<file path="config.mk">
export PLATFORM = sky130hd
export DESIGN_NAME = mmio_uart_tx
export DESIGN_NICKNAME = d
export VERILOG_FILES = /design/src/rtl/mmio_uart_tx.sv
export SDC_FILE = /design/constraint.sdc
export NUM_CORES = 1
export LEC_CHECK = 0
export ABC_AREA = 1
export CAP_MARGIN = 20
export CORE_MARGIN = 3
export CORE_UTILIZATION = 29
export CTS_BUF_LIST = sky130_fd_sc_hd__clkbuf_2
export DETAILED_ROUTE_END_ITERATION = 8
export HOLD_SLACK_MARGIN = 0.03
export PLACE_DENSITY = 0.56
export SYNTH_ARGS = -nofsm -noshare
export SYNTH_HDL_FRONTEND = slang
export SYNTH_SLANG_ARGS = --single-unit
</file>
<file path="constraint.sdc">
create_clock -name clk -period 2.9 [get_ports clk]
set_input_delay 0.435 -clock clk [delete_from_list [all_inputs] [get_ports clk]]
set_output_delay 0.435 -clock clk [all_outputs]
set_load 0.02 [all_outputs]
</file>
<file path="src/rtl/mmio_uart_tx.sv">
// I/O page peripheral on the CPU memory bus: LED register, status word and an 8N1 UART transmitter.
// Reads have one cycle of latency; TXD idles high.
module mmio_uart_tx #(
    parameter int BAUD_DIV = 104,
    parameter int IO_BIT   = 22
) (
    input  logic        clk,
    input  logic        reset,
    input  logic [31:0] mem_addr,
    input  logic [31:0] mem_wdata,
    input  logic [3:0]  mem_wmask,
    input  logic        mem_rstrb,
    output logic [31:0] io_rdata,
    output logic [3:0]  leds,
    output logic        txd
);

    typedef enum logic {IDLE, SEND} state_t;

    localparam logic [15:0] BAUD_LAST = 16'(BAUD_DIV - 1);

    state_t      state, state_n;
    logic [9:0]  shift, shift_n;
    logic [3:0]  bit_cnt, bit_cnt_n;
    logic [15:0] baud_cnt, baud_cnt_n;
    logic        overrun;
    logic        busy;

    logic        io_sel;
    logic [1:0]  word;
    logic        wr_en, rd_en;
    logic        led_wr, data_wr, stat_rd;
    logic [31:0] rd_word;
    logic        unused;

    assign io_sel  = mem_addr[IO_BIT];
    assign word    = mem_addr[3:2];
    assign wr_en   = io_sel && mem_wmask[0];
    assign rd_en   = io_sel && mem_rstrb;
    assign led_wr  = wr_en && (word == 2'd0);
    assign data_wr = wr_en && (word == 2'd1);
    assign stat_rd = rd_en && (word == 2'd2);
    assign busy    = (state == SEND);
    assign unused  = ^{mem_addr, mem_wdata[31:8], mem_wmask[3:1]};

    // Mux sees register values before any same-cycle write lands.
    always_comb begin
        rd_word = '0;
        case (word)
            2'd0:    rd_word = {28'b0, leds};
            2'd2:    rd_word = {22'b0, overrun, busy, 8'b0};
            default: rd_word = '0;
        endcase
    end

    always_comb begin
        state_n    = state;
        shift_n    = shift;
        bit_cnt_n  = bit_cnt;
        baud_cnt_n = baud_cnt;
        txd        = 1'b1;
        case (state)
            IDLE: begin
                if (data_wr) begin
                    state_n    = SEND;
                    shift_n    = {1'b1, mem_wdata[7:0], 1'b0};
                    bit_cnt_n  = '0;
                    baud_cnt_n = '0;
                end
            end
            SEND: begin
                txd = shift[0];
                if (baud_cnt == BAUD_LAST) begin
                    baud_cnt_n = '0;
                    shift_n    = shift >> 1;
                    bit_cnt_n  = bit_cnt + 4'd1;
                    // Last baud tick of the stop bit ends the frame.
                    if (bit_cnt == 4'd9)
                        state_n = IDLE;
                end else begin
                    baud_cnt_n = baud_cnt + 16'd1;
                end
            end
        endcase
    end

    always_ff @(posedge clk) begin
        if (reset) begin
            state    <= IDLE;
            shift    <= '0;
            bit_cnt  <= '0;
            baud_cnt <= '0;
        end else begin
            state    <= state_n;
            shift    <= shift_n;
            bit_cnt  <= bit_cnt_n;
            baud_cnt <= baud_cnt_n;
        end
    end

    always_ff @(posedge clk) begin
        if (reset) begin
            leds     <= '0;
            io_rdata <= '0;
            overrun  <= 1'b0;
        end else begin
            if (led_wr)
                leds <= mem_wdata[3:0];
            if (rd_en)
                io_rdata <= rd_word;
            // A dropped write outranks a clearing status read.
            if (data_wr && busy)
                overrun <= 1'b1;
            else if (stat_rd)
                overrun <= 1'b0;
        end
    end

endmodule

</file>
Yosys cells after proc, flatten, opt, wreduce, memory -nomap -nowiden

Index checks and enable logic that the tools add are counted.

Register bits after elaboration: 68
Logic and storage cells: 42

Bitwise gates (word level): 1
Multiplexer cells: 17
Reductions and logical operators: 9
Equal/unequal tests: 6
Add/sub/neg operators: 2

Operator list:

| kind                    | number |
|---|---|
| $pmux W10 S2            | 2 |
| $mux W16                | 2 |
| $pmux W16 S2            | 1 |
| $mux W10                | 2 |
| $add A16 B1 Y16 const B | 1 |
| $eq A16 B7 Y1 const B   | 1 |
| $mux W4                 | 2 |
| $pmux W4 S2             | 1 |
| $logic_and A1 B1 Y1     | 6 |
| $mux W1                 | 6 |
| $add A4 B1 Y4 const B   | 1 |
| $eq A4 B4 Y1 const B    | 1 |
| $eq A2 B1 Y1 const B    | 1 |
| $eq A2 B2 Y1 const B    | 1 |
| $logic_not A2 Y1        | 1 |
| $ne A2 B1 Y1 const B    | 1 |
| $ne A2 B2 Y1 const B    | 1 |
| $pmux W1 S2             | 1 |
| $reduce_and A2 Y1       | 1 |
| $reduce_bool A2 Y1      | 1 |
| $not A1 Y1              | 1 |

Logic depth before layout (Yosys ltp)

Depth after elaboration: 4
Mapped depth: 10
Gate-level depth less buffers: 10

Least setup slack after synthesis

OpenSTA, ideal clock, no wires.

Path kind: flip-flop to flip-flop
Start: register baud_cnt[1]
End: register bit_cnt[0]
Path slack: 1.535 ns
Buffers on the path: 0
Data arrival time: 1.249 ns
Setup time: 0.116 ns
Required time: 2.784 ns
Cell stages (with the launch flop): 11
Cell sequence: dfxtp_1 -> ha_1 -> nand2_2 -> clkinv_2 -> nand2_2 -> nor2_4 -> nand2_2 -> nand2_2 -> nand2_4 -> nor2_1 -> nor2_1

Longest elaborated chain between the ends: 3

RTL lines:

| element                            | line | text |
|---|---|---|
| start: declaration                 | 25   | `logic [15:0] baud_cnt, baud_cnt_n;` |
| start signal: assignment           | 97   | `baud_cnt <= baud_cnt_n;` |
| $eq A16 B7 Y1                      | 73   | `if (baud_cnt == BAUD_LAST) begin` |
| $ne A2 B1 Y1 (no source line)      | n/a  |  |
| $reduce_and A2 Y1 (no source line) | n/a  |  |
| end signal: assignment             | 96   | `bit_cnt <= bit_cnt_n;` |
| end: declaration                   | 24   | `logic [3:0] bit_cnt, bit_cnt_n;` |

No other way between the ends.
A chain may end at the register's enable or synchronous reset.

Worst setup path after layout

Start: register state, in the netlist busy
End: output txd

Longest elaborated chain between the ends: 1

RTL lines:

| element                  | line | text |
|---|---|---|
| start: declaration       | 22   | `state_t state, state_n;` |
| start signal: assignment | 94   | `state <= state_n;` |
| $mux W1                  | 62   | `case (state)` |
| end: declaration         | 15   | `output logic txd` |

No other way between the ends.

==> reports/metrics.csv <==
stage;metric;value;unit
setup_path;worst-path cell chain;inv_2 -> or2_2 -> clkdlybuf4s50_1;
worst_hold_path;HP Start;io_rdata[9];
synth;Mapped Area;2371;µm²
power_and_ir_drop;Comb pwr share;0.120;
finish;Finished Layout Cells;471;
setup_path;worst stage delay on the critical path;540;ps
run;max_cap viols;0;
floorplanning;core footprint;7848;µm²
power_and_ir_drop;Worst IR Drop VDD;0.0001553;V
sta;Hold WS;479.5;ps
clock_network;Clk Tree Root Cell;clkbuf_2;
route;drt initial violations;103;
clock_network;Num CTS Buffers;5;
clock_network;CTS Hold Bufs;0;
synth;Post-Synth XOR/XNOR Area;0.01847;
sta;Final setup viols;0;
global_route;total gr overflow;0;
synth;largest family of logic cells by synthesized area;simple AND/OR/NAND/NOR gates;
setup_path;crit-path max FO;8;
route;routed vias/inst;4.461;
route;routed wire length per instance;10.79;µm
sta;Final Slew Violations;0;
sta;worst-margin pin slew;730.9;ps
route;Routed WL;5083;µm
synth;cell count after synthesis;345;
synth;post-synthesis simple-gate area fraction;0.3509;
power_and_ir_drop;switch share;0.2758;
place;dpl hpwl;3522;µm
route;Residual DRC;0;
clock_network;clock tree buffer depth;2;
synth;post-synthesis mux area share;0;
run_status;status;completed;
floorplanning;Rows;32;
setup_path;reg2reg start;busy;
finish;NumNets Final;442;
floorplanning;io pins;108;
sta;clock skew;17.76;ps
global_route;largest net degree at the start of global routing;33;
synth;complex-gate fraction of the synthesized area;0.1113;
setup_path;CP delay by family, top;buffers and inverters;
global_route;total track usage;0.1139;
synth;Yosys warning count;0;
sta;Final Hold Vio Count;0;
setup_path;FF-to-FF End;shift[2];
place;I/O Buffers;25;
power_and_ir_drop;PwrDens;403.2;nW/µm²
sta;Slew headroom;0.5090;
finish;ant diodes;0;
floorplanning;overall die area;9297;µm²
clock_network;Post-CTS Setup Inserts;0;
global_route;global-route wire length before repair;8445;µm
power_and_ir_drop;Pint;781.0;µW
clock_network;CTS Sinks;42;
clock_network;worst skew pair latency;420;ps
clock_network;CTS tree;yes;
clock_network;Reg clk slew, reported paths;230;ps
floorplanning;Die Wd;96.42;µm
floorplanning;chip height;96.42;µm
global_route;initial antenna violation count;0;
worst_hold_path;Hold WC Path Type;register to register;
power_and_ir_drop;Net Switching;297.5;µW
sta;RSZ-0062 raised after global routing;false;
synth;Synth Area in Adders;0.01583;
route;Vias;2101;
sta;TNS Setup;0;ps
synth;post-synthesis sequential element count;42;
sta;period utilization;0.7519;
clock_network;Max H-tree Level;2;
setup_path;CP Data Arrival Time;1750;ps
setup_path;Buf/Inv on CP;2;
finish;Layout area overhead;12.82;%
worst_hold_path;WHS Path Cells;2;
synth;post-synthesis sequential area ratio;0.3546;
synth;synth unique cells;30;
sta;Final min period;2181;ps
power_and_ir_drop;P_leak;1.088;nW
synth;Syn Area/Cell;6.873;µm²
setup_path;Reg2Reg Setup Slack;1010;ps
finish;most common cell after layout, fill and taps aside;nand2_1;
place;gpl congestion;0.7775;
finish;multi-input logic area;1275;µm²
power_and_ir_drop;Clk pwr share;0.328;
finish;Register Area;840.8;µm²
route;ANT nets after route;0;
setup_path;Setup Crit Path Kind;register to primary output;
power_and_ir_drop;Seq pwr share;0.552;
place;dpl cells;463;
setup_path;Worst Setup End Kind;primary output;
finish;share of layout cells above drive strength 1;0.07859;
clock_network;post_cts resized;0;
setup_path;worst endpoint required time;2470;ps
floorplanning;starting density of the core;0.3021;
worst_hold_path;Hold Path End;io_rdata[9];
finish;Filler cells;865;
setup_path;startpoint types;register;
power_and_ir_drop;Final Power;1.079;mW
route;DR pass1 iterations;4;
sta;highest clock rate;0.4586;GHz
setup_path;critical path's slowest cell;clkdlybuf4s50_1;
global_route;vias in the first global route;1925;
finish;most frequent cells in the layout;78 x nand2_1, 43 x nor2_1, 42 x dfxtp_1;
setup_path;worst r2r path cells;6;
[power groups by stage]
stage          clock (mW)  sequential, mW  combinational [mW]
3_3_place_gp            0           0.606               0.130
4_1_cts             0.363           0.596               0.129
5_1_grt             0.379           0.598               0.143
2_1_floorplan           0           0.612               0.105
6_report            0.354           0.595               0.129
3_5_place_dp            0           0.606               0.129
[routing by layer]
metal | vias up | GRT usage | routed length, µm
li1 | 1106 | - | -
met1 | 937 | 0.1456 | 2523
met2 | 54 | 0.1880 | 2279
met3 | 4 | 0.02711 | 232
met4 | 0 | 0.03855 | 48
met5 | - | 0 | 0
[per-stage QoR]
| step | setup WS [ps] | area [µm²] | util |
|---|---|---|---|
| floorplan | 1535 | 2465 | - |
| global placement | 498.3 | 2608 | 0.3323 |
| detailed placement | 516.0 | 2608 | 0.3323 |
| CTS | 703.3 | 2675 | 0.3409 |
| global route | 642.0 | 2675 | 0.3409 |
| finish | 719.4 | 2675 | 0.3409 |
[final cells by class]
class,instances,share of cell area
Clock buffer,6,0.01123
Tap cell,102,0.04771
Inverter,26,0.03695
Clock inverter,2,0.01403
Timing Repair Buffer,27,0.09916
Sequential cell,42,0.3143
Multi-Input combinational cell,266,0.4766
[state kept, by name, summed over array words and instances (netlist names)]
signal	flops
bit_cnt	4
busy	1
io_rdata	6
leds	4
shift	10
baud_cnt	16
overrun	1
[logic make-up after synthesis]
group	Yosys count
and+or+nand+nor	181
buffers and inverters	62
AOI/OAI and AO/OA	51
DFF	42
xor gates and xnor gates	5
adders and majority gates	3
other	1
[Yosys cell counts (all sizes together)]
cell | n | area share
o21ai | 16 | 0.034
buf | 33 | 0.10
a31oi | 1 | 0.0026
nand3b | 8 | 0.025
a21boi | 1 | 0.0032
nand2 | 86 | 0.15
xor2 | 2 | 0.0074
a21oi | 31 | 0.065
xnor2 | 3 | 0.011
nand4 | 5 | 0.013
inv | 25 | 0.040
clkinv | 1 | 0.0021
dfxtp | 42 | 0.35
ha | 3 | 0.016
o21bai | 2 | 0.0063
conb | 1 | 0.0016
nor3 | 1 | 0.0021
nor2 | 48 | 0.088
nand3 | 31 | 0.071
or2 | 2 | 0.0053
clkbuf | 3 | 0.0047
[worst max-delay path by stage]
stage	end	from	cells past startpoint
final	txd	busy	3
after CTS	txd	busy	3
after global routing	txd	busy	3
after floorplan	bit_cnt[0]	baud_cnt[1]	10
after global placement	shift[8]	mem_addr[3]	9
after detailed placement	shift[2]	mem_addr[3]	9
[tightest hold or removal path: stages (launching register included)]
cell	delay [ps]
dfxtp_1	360
nand2_1	60
a21oi_1	50
(Power assumes the default switching activity.)
